`config.mk`:
```
export PLATFORM = sky130hd
export DESIGN_NAME = uart_rx_status
export DESIGN_NICKNAME = d
export VERILOG_FILES = /design/src/rtl/uart_rx_status.sv
export SDC_FILE = /design/constraint.sdc
export NUM_CORES = 1
export LEC_CHECK = 0
export BUFFER_PORTS_ARGS = -buffer_cell sky130_fd_sc_hd__buf_2
export CORE_MARGIN = 3
export CORE_UTILIZATION = 40
export CTS_CLUSTER_SIZE = 28
export DETAILED_ROUTE_END_ITERATION = 6
export PLACE_DENSITY = 0.54
export SKIP_CTS_REPAIR_TIMING = 1
export SLEW_MARGIN = 20
export SYNTH_ARGS = -nofsm -noshare
export SYNTH_HDL_FRONTEND = slang
export SYNTH_SLANG_ARGS = --single-unit
export TNS_END_PERCENT = 20
```
`constraint.sdc`:
```
create_clock -name clk -period 2.25 [get_ports clk]
set_clock_uncertainty 0.1 [all_clocks]
set_input_delay 0.3375 -clock clk [delete_from_list [all_inputs] [get_ports clk]]
set_output_delay 0.3375 -clock clk [all_outputs]
set_load 0.02 [all_outputs]
```
`src/rtl/uart_rx_status.sv`:
```
`default_nettype none
// +--------------------------------------------------------------------+
// | uart_rx_status : 16x oversampling 8N1 UART receiver with LED status |
// | Revision 1.0                                                        |
// +--------------------------------------------------------------------+
module uart_rx_status #(
  parameter int CLK_FREQ    = 100_000_000,
  parameter int BAUD        = 115200,
  parameter int HOLD_CYCLES = 10_000_000
) (
  input  logic       clk,
  input  logic       rst_n,
  input  logic       rx,
  output logic [7:0] data_out,
  output logic       data_valid,
  output logic       framing_error,
  output logic [3:0] state,
  output logic       data_ready
);

  localparam int DIV    = CLK_FREQ / (BAUD * 16);
  localparam int DIV_W  = (DIV > 1) ? $clog2(DIV) : 1;
  localparam int HOLD_W = $clog2(HOLD_CYCLES + 1);
  localparam logic [DIV_W-1:0]  DIV_LAST  = DIV_W'(DIV - 1);
  localparam logic [HOLD_W-1:0] HOLD_LOAD = HOLD_W'(HOLD_CYCLES);

  typedef enum logic [3:0] {
    S_IDLE  = 4'd0,
    S_START = 4'd1,
    S_DATA  = 4'd2,
    S_STOP  = 4'd3,
    S_DONE  = 4'd4,
    S_FERR  = 4'd5
  } state_e;

  state_e            state_q, state_d;
  logic              sync1_q, sync1_d;
  logic              rx_s_q, rx_s_d;
  logic              rx_p_q, rx_p_d;
  logic [1:0]        fill_q, fill_d;
  logic [DIV_W-1:0]  div_q, div_d;
  logic [3:0]        samp_q, samp_d;
  logic [2:0]        bit_q, bit_d;
  logic [7:0]        shift_q, shift_d;
  logic              s7_q, s7_d;
  logic              s8_q, s8_d;
  logic [7:0]        data_out_q, data_out_d;
  logic              data_valid_q, data_valid_d;
  logic              ferr_q, ferr_d;
  logic [HOLD_W-1:0] hold_q, hold_d;

  logic tick;
  logic at7;
  logic at8;
  logic at9;
  logic maj;
  logic start_edge;
  logic start_ok;
  logic stop_good;
  logic stop_bad;

  assign tick = (div_q == DIV_LAST);
  assign at7  = tick && (samp_q == 4'd7);
  assign at8  = tick && (samp_q == 4'd8);
  assign at9  = tick && (samp_q == 4'd9);
  assign maj  = (s7_q & s8_q) | (s7_q & rx_s_q) | (s8_q & rx_s_q);

  // The synchroniser resets to 1, so a line low at reset release would look
  // like a falling edge; edges are ignored until rx_p carries real line data.
  assign start_edge = rx_p_q && !rx_s_q && (fill_q == 2'd3);
  assign start_ok   = (state_q == S_START) && at7 && !rx_s_q;
  assign stop_good  = (state_q == S_STOP) && at9 && maj;
  assign stop_bad   = (state_q == S_STOP) && at9 && !maj;

  always_comb begin
    state_d = state_q;
    case (state_q)
      S_IDLE:  if (start_edge) state_d = S_START;
      S_START: if (at7) state_d = rx_s_q ? S_IDLE : S_DATA;
      S_DATA:  if (at9 && (bit_q == 3'd7)) state_d = S_STOP;
      S_STOP:  if (at9) state_d = maj ? S_DONE : S_FERR;
      S_DONE:  state_d = S_IDLE;
      S_FERR:  if (tick && rx_s_q) state_d = S_IDLE;
      default: state_d = S_IDLE;
    endcase
  end

  always_comb begin
    sync1_d = rx;
    rx_s_d  = sync1_q;
    rx_p_d  = rx_s_q;
    fill_d  = (fill_q == 2'd3) ? fill_q : fill_q + 2'd1;
    div_d   = tick ? '0 : div_q + DIV_W'(1);

    samp_d = samp_q;
    if (tick) begin
      samp_d = samp_q + 4'd1;
    end
    // Loading 10 on the start-bit count-7 tick puts count 9 exactly 16 ticks on.
    if (start_ok) begin
      samp_d = 4'd10;
    end
    if ((state_q == S_IDLE) && start_edge) begin
      samp_d = 4'd0;
    end

    s7_d = at7 ? rx_s_q : s7_q;
    s8_d = at8 ? rx_s_q : s8_q;

    bit_d   = bit_q;
    shift_d = shift_q;
    if (start_ok) begin
      bit_d = 3'd0;
    end else if ((state_q == S_DATA) && at9) begin
      bit_d   = bit_q + 3'd1;
      shift_d = {maj, shift_q[7:1]};
    end

    data_out_d   = data_out_q;
    data_valid_d = 1'b0;
    ferr_d       = stop_bad;
    hold_d       = (hold_q != '0) ? hold_q - HOLD_W'(1) : hold_q;
    // Registered on the DONE entry edge so data_out, data_valid, state=DONE and
    // the freshly loaded hold count all appear in the same clock.
    if (stop_good) begin
      data_out_d   = shift_q;
      data_valid_d = 1'b1;
      hold_d       = HOLD_LOAD;
    end
  end

  always_ff @(posedge clk or negedge rst_n) begin
    if (!rst_n) begin
      state_q      <= S_IDLE;
      sync1_q      <= 1'b1;
      rx_s_q       <= 1'b1;
      rx_p_q       <= 1'b1;
      fill_q       <= 2'd0;
      div_q        <= '0;
      samp_q       <= 4'd0;
      bit_q        <= 3'd0;
      shift_q      <= 8'h00;
      s7_q         <= 1'b0;
      s8_q         <= 1'b0;
      data_out_q   <= 8'h00;
      data_valid_q <= 1'b0;
      ferr_q       <= 1'b0;
      hold_q       <= '0;
    end else begin
      state_q      <= state_d;
      sync1_q      <= sync1_d;
      rx_s_q       <= rx_s_d;
      rx_p_q       <= rx_p_d;
      fill_q       <= fill_d;
      div_q        <= div_d;
      samp_q       <= samp_d;
      bit_q        <= bit_d;
      shift_q      <= shift_d;
      s7_q         <= s7_d;
      s8_q         <= s8_d;
      data_out_q   <= data_out_d;
      data_valid_q <= data_valid_d;
      ferr_q       <= ferr_d;
      hold_q       <= hold_d;
    end
  end

  assign state         = state_q;
  assign data_out      = data_out_q;
  assign data_valid    = data_valid_q;
  assign framing_error = ferr_q;
  assign data_ready    = (hold_q != '0);

endmodule
`default_nettype wire

```
==> Word-level counts from Yosys, hierarchy flattened <==
Cells that the tools add are included.
{ "word_totals": {"in_bits": 3, "wordCells": 81, "regBits": 66, "out_inout_bits": 15} }
{ "classes": {"bitwise_logic": 6, "n_addsub": 5, "n_eq_ne": 15, "n_reduce_logical": 23, "n_mux": 17} }
{ "op_table": {"columns": ["operator", "n"], "rows": [
  ["24-bit 2-to-1 mux", 2],
  ["4-bit 2-to-1 mux", 8],
  ["24-bit nonzero test", 1],
  ["24-bit by 1-bit subtractor with 24-bit output (second input constant)", 1],
  ["4-bit case mux with 5 select lines", 1],
  ["1-bit logical AND", 14],
  ["2-bit inequality test (second input constant)", 5],
  ["4-bit by 2-bit == test with 1-bit output (second input constant)", 2],
  ["4-bit by 3-bit == test with 1-bit output (second input constant)", 2],
  ["4-bit == test (second input constant)", 2],
  ["6-bit by 1-bit adder with 6-bit output (second input constant)", 1],
  ["6-bit == test (second input constant)", 1],
  ["3-bit 2-to-1 mux", 2],
  ["6-bit 2-to-1 mux", 1],
  ["5-bit AND reduction", 1],
  ["4-bit by 1-bit adder with 4-bit output (second input constant)", 1],
  ["4-bit by 1-bit == test with 1-bit output (second input constant)", 1],
  ["4-bit zero test", 1],
  ["2-bit nonzero test", 2],
  ["3-bit by 1-bit adder with 3-bit output (second input constant)", 1],
  ["1-bit AND", 3],
  ["3-bit == test (second input constant)", 1],
  ["3-bit nonzero test", 1],
  ["2-bit by 1-bit adder with 2-bit output (second input constant)", 1],
  ["other kinds (7)", 10]
]} }

==> Logic depth before layout (Yosys ltp) <==
Gate-level depths: netlist of run 1.
{ "logic_depth": {"ltp_word": 6, "ltp_mapped": 9, "depth_no_buf": 8} }

==> Least setup slack after synthesis of run 1 <==
OpenSTA, ideal clock, no wires.
{ "synth_path": {"path_type": "reg2reg", "startpoint": "reg state_q[1] (netlist: state[1])", "endpoint": "reg shift_q[0]", "t_arrival_ns": 1.682, "period_less_slack_ns": 1.910, "path_buffers": 2, "path_slack_ns": 0.340, "setup_ns": 0.128, "required_ns": 2.022, "stages_incl_launch_ff": 7, "cell_sequence": "dfrtp_1 buf_2 nor2b_1 nand2b_1 or3_1 buf_2 mux2_1"} }
{ "synth_via": {"elab_chain_len": 5, "elab_cells_between_ends": 7, "cone_classes": "eq/ne: 2; bitwise: 1; reduce/logical: 4"} }
{ "synth_lines": {"columns": ["item", "line", "text"], "rows": [
  ["start: declaration", "36", "state_e state_q, state_d;"],
  ["start signal: assignment", "150", "state_q <= state_d;"],
  ["4-bit by 1-bit == test with 1-bit output", "71", "assign start_ok = (state_q == S_START) && at7 && !rx_s_q;"],
  ["1-bit logical AND (2 in series)", "71", null],
  ["1-bit NOT (no line)", null, null],
  ["2-bit AND reduction (no line) *", null, null],
  ["end signal: assignment", "158", "shift_q <= shift_d;"],
  ["end: declaration", "44", "logic [7:0] shift_q, shift_d;"]
]} }
Every way passes the cells marked *; elsewhere a longest branch is shown, timed or not.
A chain may end at the register's enable or synchronous reset.

==> Worst setup path in the final report of run 1 <==
{ "layout_path": {"startpoint": "reg hold_q[21]", "endpoint": "out data_ready"} }
{ "layout_via": {"elab_chain_len": 1} }
{ "layout_lines": {"columns": ["item", "line", "text"], "rows": [
  ["start: declaration", "50", "logic [HOLD_W-1:0] hold_q, hold_d;"],
  ["start signal: assignment", "164", "hold_q <= hold_d;"],
  ["24-bit nonzero test", "172", "assign data_ready = (hold_q != '0);"],
  ["end: declaration", "18", "output logic data_ready"]
]} }
No other way between the ends.

==> impl_metrics.env, run 1 <==
export IMPL_run_status="completed"
export IMPL_ant_nets_after_route=0
export IMPL_grt_max_degree=53
export IMPL_async_flop_share=1.00
export IMPL_grt_pass1_wl_um=10800
export IMPL_dpl_hpwl_um=4290
export IMPL_path_max_fanout=3
export IMPL_p_leak_uw=0.00190
export IMPL_tritoncts_num_buffers=9
export IMPL_synth_edff_count=0
export IMPL_grt_antenna_before_repair=0
export IMPL_reg2regPathDepth=8
export IMPL_wire_per_inst_um=14.3
export IMPL_dpl_cell_area_mm2=0.00347
export IMPL_synth_top_cells_by_area="sky130_fd_sc_hd__dfrtp_1 (48%), sky130_fd_sc_hd__nand2_1 (4.5%), sky130_fd_sc_hd__ha_1 (3.9%)"
export IMPL_path_class="reg -> out"
export IMPL_worstMarginPinSlew_ps=579
export IMPL_yosys_cell_count_top_type="sky130_fd_sc_hd__dfrtp_1"
export IMPL_num_vias=2312
export IMPL_design_power_total_uw=2290
export IMPL_grt_pass1_vias=2330
export IMPL_nets=356
export IMPL_wp_buf_inv=3
export IMPL_cpPeakStageDelay_ps=400
export IMPL_whs_path_depth=0
export IMPL_power_per_cell_area_mw_per_mm2=603
export IMPL_clk_insertion_delay_late_ps=340
export IMPL_detailedRoute_firstPassIterationCount=4
export IMPL_die_height_um=96.1
export IMPL_achievable_frequency_mhz=455
export IMPL_postLayoutSetupSlackWorst_ps=54.5
export IMPL_avgViaCountPerCell=5.14
export IMPL_tritoncts="yes"
export IMPL_antenna_cells=0
export IMPL_cts_htree_levels=3
export IMPL_pre_cts_ws_ps=229
export IMPL_hold_viol_final=0
export IMPL_totalWireLength_um=6450
export IMPL_slew_headroom=0.613
export IMPL_path_cells="or3_4 -> nand4bb_1 -> buf_6 -> nor2_4 -> inv_2 -> buf_6"
export IMPL_multi_input_area_mm2=0.00150
export IMPL_required_ps=1810
export IMPL_die_width_um=96.1
export IMPL_clock_net_sink_count=65
export IMPL_yosys_top_cell_by_area="sky130_fd_sc_hd__dfrtp_1"
export IMPL_postSynthAreaPerCell_um2=10.6
export IMPL_finalWorstPathRequiredPeriod_ps=2200
export IMPL_postSynth_topFlopCell="sky130_fd_sc_hd__dfrtp_1"
export IMPL_yosys_register_bits=65
export IMPL_synthDistinctLibCells=63
export IMPL_grt_use_total=0.152
export IMPL_layout_worst_path_cycle_share=0.976
export IMPL_slowest_stage_cell_on_the_critical_path="sky130_fd_sc_hd__dfrtp_1"
export IMPL_synthesis_nets=318
export IMPL_final_max_slew_viol_count=0
export IMPL_worst_hold_slack_ps=258
export IMPL_ios=18
export IMPL_starting_utilization_of_the_core_area=0.416
export IMPL_yosysWarningCount=0
export IMPL_timing_max_cap_violations=0
export IMPL_netlist_area_leader_share=0.478
export IMPL_proportion_of_layout_cells_with_a_drive_suffix_above_1=0.236
export IMPL_drc=0
export IMPL_fill_cells=719
export IMPL_synth_cells_most_frequent="sky130_fd_sc_hd__dfrtp_1 (62), sky130_fd_sc_hd__nand2_1 (39), sky130_fd_sc_hd__nor2_1 (33)"
export IMPL_synth_area_mm2=0.00325
export IMPL_postLayoutCoreUtil=0.486
export IMPL_clk_root_buffer_cell="sky130_fd_sc_hd__clkbuf_8"
export IMPL_crit_top_cell="sky130_fd_sc_hd__buf_6"
export IMPL_routabilityCongestion=0.829
export IMPL_setup_viol=0
export IMPL_seqCellArea_mm2=0.00163
export IMPL_clk_pin_slew_worst_setup_hold_paths_ps=70
export IMPL_setup_repair_after_global_routing_missed_its_margin="yes"
export IMPL_irDropWorstVdd_v=0.000359
export IMPL_synth_cells=305
export IMPL_synth_sequential_area_ratio=0.502
export IMPL_dr_first_iter_drc_count=82
export IMPL_cp_start_kind="register"
export IMPL_worstHoldPathType="reg -> reg"
export IMPL_core_area_mm2=0.00781
export IMPL_gr_total_overflow=0
export IMPL_critical_path_top_delay_family="simple AND/OR/NAND/NOR gates"
export IMPL_cts_max_path_buffers=2
export IMPL_critical_path_cell_count=6
export IMPL_layout_area_overhead_vs_synth_pct=17.0
export IMPL_worst_setup_path_end_kind="primary output"
export IMPL_number_of_buffers_added_on_ports=16
export IMPL_std_cell_rows=32
export IMPL_arrival_ps=1760
export IMPL_die_area_mm2=0.00923
export IMPL_layout_cell_area_excl_fill_mm2=0.00380
-- final timing paths --
kind	slack, ps	from	end
setup / recovery	50	hold_q[21]	data_ready
hold / removal	260	rx_s_d	rx_p_d
setup reg to reg	90	hold_q[21]	hold_q[2]
hold reg to reg	260	rx_s_d	rx_p_d
max in group asynchronous	1050	rst_n	rx_s_d
min in group asynchronous	340	rst_n	hold_q[5]
-- placed cells by master (no fill, tap or decap), types with 3 or more instances in the layout --
cell type	synthesis	routed
sky130_fd_sc_hd__nand4_1	6	6
sky130_fd_sc_hd__buf_2	6	15
sky130_fd_sc_hd__a22o_1	3	3
sky130_fd_sc_hd__nor2b_1	3	3
sky130_fd_sc_hd__a21oi_1	6	6
sky130_fd_sc_hd__nor4b_2	3	3
sky130_fd_sc_hd__o21a_1	3	3
sky130_fd_sc_hd__o31a_1	3	3
sky130_fd_sc_hd__nand2b_1	3	3
sky130_fd_sc_hd__o21ai_0	3	3
sky130_fd_sc_hd__nand3_1	8	8
sky130_fd_sc_hd__dfrtp_1	62	62
sky130_fd_sc_hd__xor2_1	11	11
sky130_fd_sc_hd__buf_4	1	20
sky130_fd_sc_hd__inv_2	2	3
sky130_fd_sc_hd__clkbuf_8	0	12
sky130_fd_sc_hd__o211ai_1	3	3
sky130_fd_sc_hd__xnor2_1	8	8
sky130_fd_sc_hd__ha_1	10	10
sky130_fd_sc_hd__or3_1	4	4
sky130_fd_sc_hd__mux2_1	8	8
sky130_fd_sc_hd__dfstp_2	3	3
sky130_fd_sc_hd__nand2_1	39	39
sky130_fd_sc_hd__nor4_1	8	7
sky130_fd_sc_hd__inv_1	7	6
sky130_fd_sc_hd__nor2_1	33	33
sky130_fd_sc_hd__nor3_1	5	5
sky130_fd_sc_hd__mux2_2	7	7
-- per-stage QoR --
step / TNS, ps / instances
global route: -51.2 / 450
finish: 0 / 450
CTS: -163 / 438
detailed placement: 0 / 422
global placement: 0 / 422
floorplan: 0 / 305
-- power breakdown --
group          internal, µW  switching, µW  leakage, µW  total [µW]
Clock                   601            453     0.000105        1050
Sequential             1180           9.10     0.000869        1180
Combinational          17.1           34.4     0.000928        51.5
-- per-layer routing --
metal	global-route usage	routed length (µm)	up-vias
li1	-	-	1147
met1	0.189	3020	1130
met2	0.253	3150	23
met3	0.0422	189	12
met4	0.0498	83	0
met5	0	0	-
-- registers in the layout, summed over array words and instances (netlist names) --
register and flops:
hold_q 24, data_out 8, shift_q 8, div_q 6
samp_q 4, bit_q 3, state 3, fill_q 2
data_valid 1, framing_error 1, rx_p_d 1, rx_p_q 1
rx_s_d 1, s7_q 1, s8_q 1
-- logic make-up (layout without fill, tap and decap cells) --
kind of cell | after synthesis | count (layout) | synth area share
other cells | 1 | 1 | 0.00115
fa+ha+maj | 11 | 11 | 0.0416
compound gates | 36 | 36 | 0.0813
xor+xnor | 19 | 19 | 0.0513
simple gates | 135 | 135 | 0.230
buf+inv | 22 | 65 | 0.0370
mux | 16 | 16 | 0.0551
flops | 65 | 65 | 0.502
-- cell type report --
type / instances / share of cell area
flip-flops and latches: 65 / 0.429
multi-input cells: 218 / 0.396
repair buffers: 40 / 0.0758
clock buffers: 12 / 0.0435
well taps: 102 / 0.0336
clock inverters: 4 / 0.0132
inverters: 9 / 0.00890
Note: power is estimated with default switching activity, not from simulation.
==> run 2, diff against run 1 <==
--- a/config.mk
+++ b/config.mk
@@ -10,6 +10,7 @@
 export CORE_UTILIZATION = 40
 export CTS_CLUSTER_SIZE = 28
 export DETAILED_ROUTE_END_ITERATION = 6
+export MAX_ROUTING_LAYER = met4
 export PLACE_DENSITY = 0.54
 export SKIP_CTS_REPAIR_TIMING = 1
 export SLEW_MARGIN = 20
==> impl_metrics.env, run 2 (synthesis results as in run 1) <==
export IMPL_dr_first_iter_drc_count=85
export IMPL_commonest_non_fill_non_tap_cells_in_the_layout="sky130_fd_sc_hd__dfrtp_1 (62), sky130_fd_sc_hd__nand2_1 (39), sky130_fd_sc_hd__nor2_1 (33)"
export IMPL_grt_max_degree=53
export IMPL_numPlacedInstances=422
export IMPL_fill_cells=719
export IMPL_die_height_um=96.1
export IMPL_wirelength_met1_um=2960
export IMPL_route_met2_wl_um=3170
export IMPL_pre_cts_ws_ps=229
export IMPL_detailedRoute_firstPassIterationCount=4
export IMPL_mostFrequentLayoutCell="sky130_fd_sc_hd__dfrtp_1"
export IMPL_routed_wl_met3_um=185
export IMPL_antenna_cells=0
export IMPL_layout_area_overhead_vs_synth_pct=17.0
export IMPL_nets=356
export IMPL_largest_register="hold_q"
export IMPL_totalWireLength_um=6400
export IMPL_final_max_slew_viol_count=0
export IMPL_path_class="reg -> out"
export IMPL_num_vias=2329
export IMPL_gr_total_overflow=0
export IMPL_slowest_stage_cell_on_the_critical_path="sky130_fd_sc_hd__dfrtp_1"
export IMPL_die_area_mm2=0.00923
export IMPL_clk_root_buffer_cell="sky130_fd_sc_hd__clkbuf_8"
export IMPL_die_width_um=96.1
export IMPL_ios=18
export IMPL_grt_pass1_vias=2335
export IMPL_achievable_frequency_mhz=458
export IMPL_routabilityCongestion=0.842
export IMPL_run_status="completed"
export IMPL_arrival_ps=1750
export IMPL_worst_hold_slack_ps=258
export IMPL_crit_top_cell="sky130_fd_sc_hd__buf_6"
export IMPL_postLayoutSetupSlackWorst_ps=65.6
export IMPL_slew_headroom=0.611
export IMPL_worstMarginPinSlew_ps=583
export IMPL_grt_antenna_before_repair=0
export IMPL_power_per_cell_area_mw_per_mm2=602
export IMPL_grt_use_total=0.156
export IMPL_worst_setup_path_end_kind="primary output"
export IMPL_route_top_layer_used="met4"
export IMPL_proportion_of_layout_cells_with_a_drive_suffix_above_1=0.236
export IMPL_setup_repair_after_global_routing_missed_its_margin="yes"
export IMPL_irDropWorstVdd_v=0.000359
export IMPL_postLayoutCoreUtil=0.486
export IMPL_cp_start_kind="register"
export IMPL_std_cell_rows=32
export IMPL_clk_pin_slew_worst_setup_hold_paths_ps=70
export IMPL_p_leak_uw=0.00190
export IMPL_path_max_fanout=3
export IMPL_drc=0
export IMPL_hold_viol_final=0
export IMPL_cts_max_path_buffers=2
export IMPL_cpPeakStageDelay_ps=400
export IMPL_layout_worst_path_cycle_share=0.971
export IMPL_setup_viol=0
export IMPL_clock_net_sink_count=65
export IMPL_cts_htree_levels=3
export IMPL_core_area_mm2=0.00781
export IMPL_tritoncts_num_buffers=9
export IMPL_starting_utilization_of_the_core_area=0.416
export IMPL_finalNonFillerCells=450
export IMPL_path_cells="or3_4 -> nand4bb_1 -> buf_6 -> nor2_4 -> inv_2 -> buf_6"
export IMPL_clk_insertion_delay_late_ps=340
export IMPL_dpl_hpwl_um=4290
export IMPL_tritoncts="yes"
export IMPL_timing_max_cap_violations=0
export IMPL_largest_reg_flops=24
export IMPL_number_of_buffers_added_on_ports=16
export IMPL_grt_pass1_wl_um=10800
export IMPL_ant_nets_after_route=0
export IMPL_avgViaCountPerCell=5.18
export IMPL_finalWorstPathRequiredPeriod_ps=2180
export IMPL_worstHoldPathType="reg -> reg"
export IMPL_required_ps=1810
export IMPL_wire_per_inst_um=14.2
run 2: report_power, final:
| part | leakage (µW) | switching [µW] | internal (µW) |
|---|---|---|---|
| combinational | 0.000928 | 34.6 | 17.1 |
| clock | 0.000105 | 450 | 601 |
| sequential | 0.000869 | 9.06 | 1180 |
| total | 0.00190 | 494 | 1790 |
run 2: worst paths after layout:
kind	startpoint	endpoint	slack (ps)	depth (start not counted)
worst max-delay path	hold_q[21]	data_ready	70	6
worst min register to register	rx_s_d	rx_p_d	260	0
worst max register to register	hold_q[21]	hold_q[11]	100	8
worst min-delay path	rx_s_d	rx_p_d	260	0
max in group asynchronous	rst_n	rx_p_q	1040	3
min in group asynchronous	rst_n	hold_q[5]	350	2
run 2: cell type report:
cell class / instances / area (µm²) / area share
Multi-Input combinational cell: 218 / 1500 / 0.396
Clock buffer: 12 / 165 / 0.0435
Tap cell: 102 / 128 / 0.0336
Clock inverter: 4 / 50.0 / 0.0132
Timing Repair Buffer: 40 / 288 / 0.0758
Sequential cell: 65 / 1630 / 0.429
Inverter: 9 / 33.8 / 0.00890
run 2: stage by stage:
stage | TNS, ps | total power (µW) | area (µm²)
4_1_cts | -163 | 2340 | 3690
3_3_place_gp | 0 | 1260 | 3470
3_5_place_dp | 0 | 1260 | 3470
5_1_grt | -43.8 | 2390 | 3800
2_1_floorplan | 0 | 1220 | 3250
6_report | 0 | 2290 | 3800
run 2: critical path, delay by kind of cell (launching register included):
family / cells / cell delay (ps)
simple gates: 3 / 680
flops: 1 / 400
buf+inv: 3 / 320
run 2: layer usage:
layer  vias up  GRT usage
met5         -          -
met4         0     0.0498
met3        12     0.0422
met2        28      0.253
met1      1144      0.189
li1       1145          -
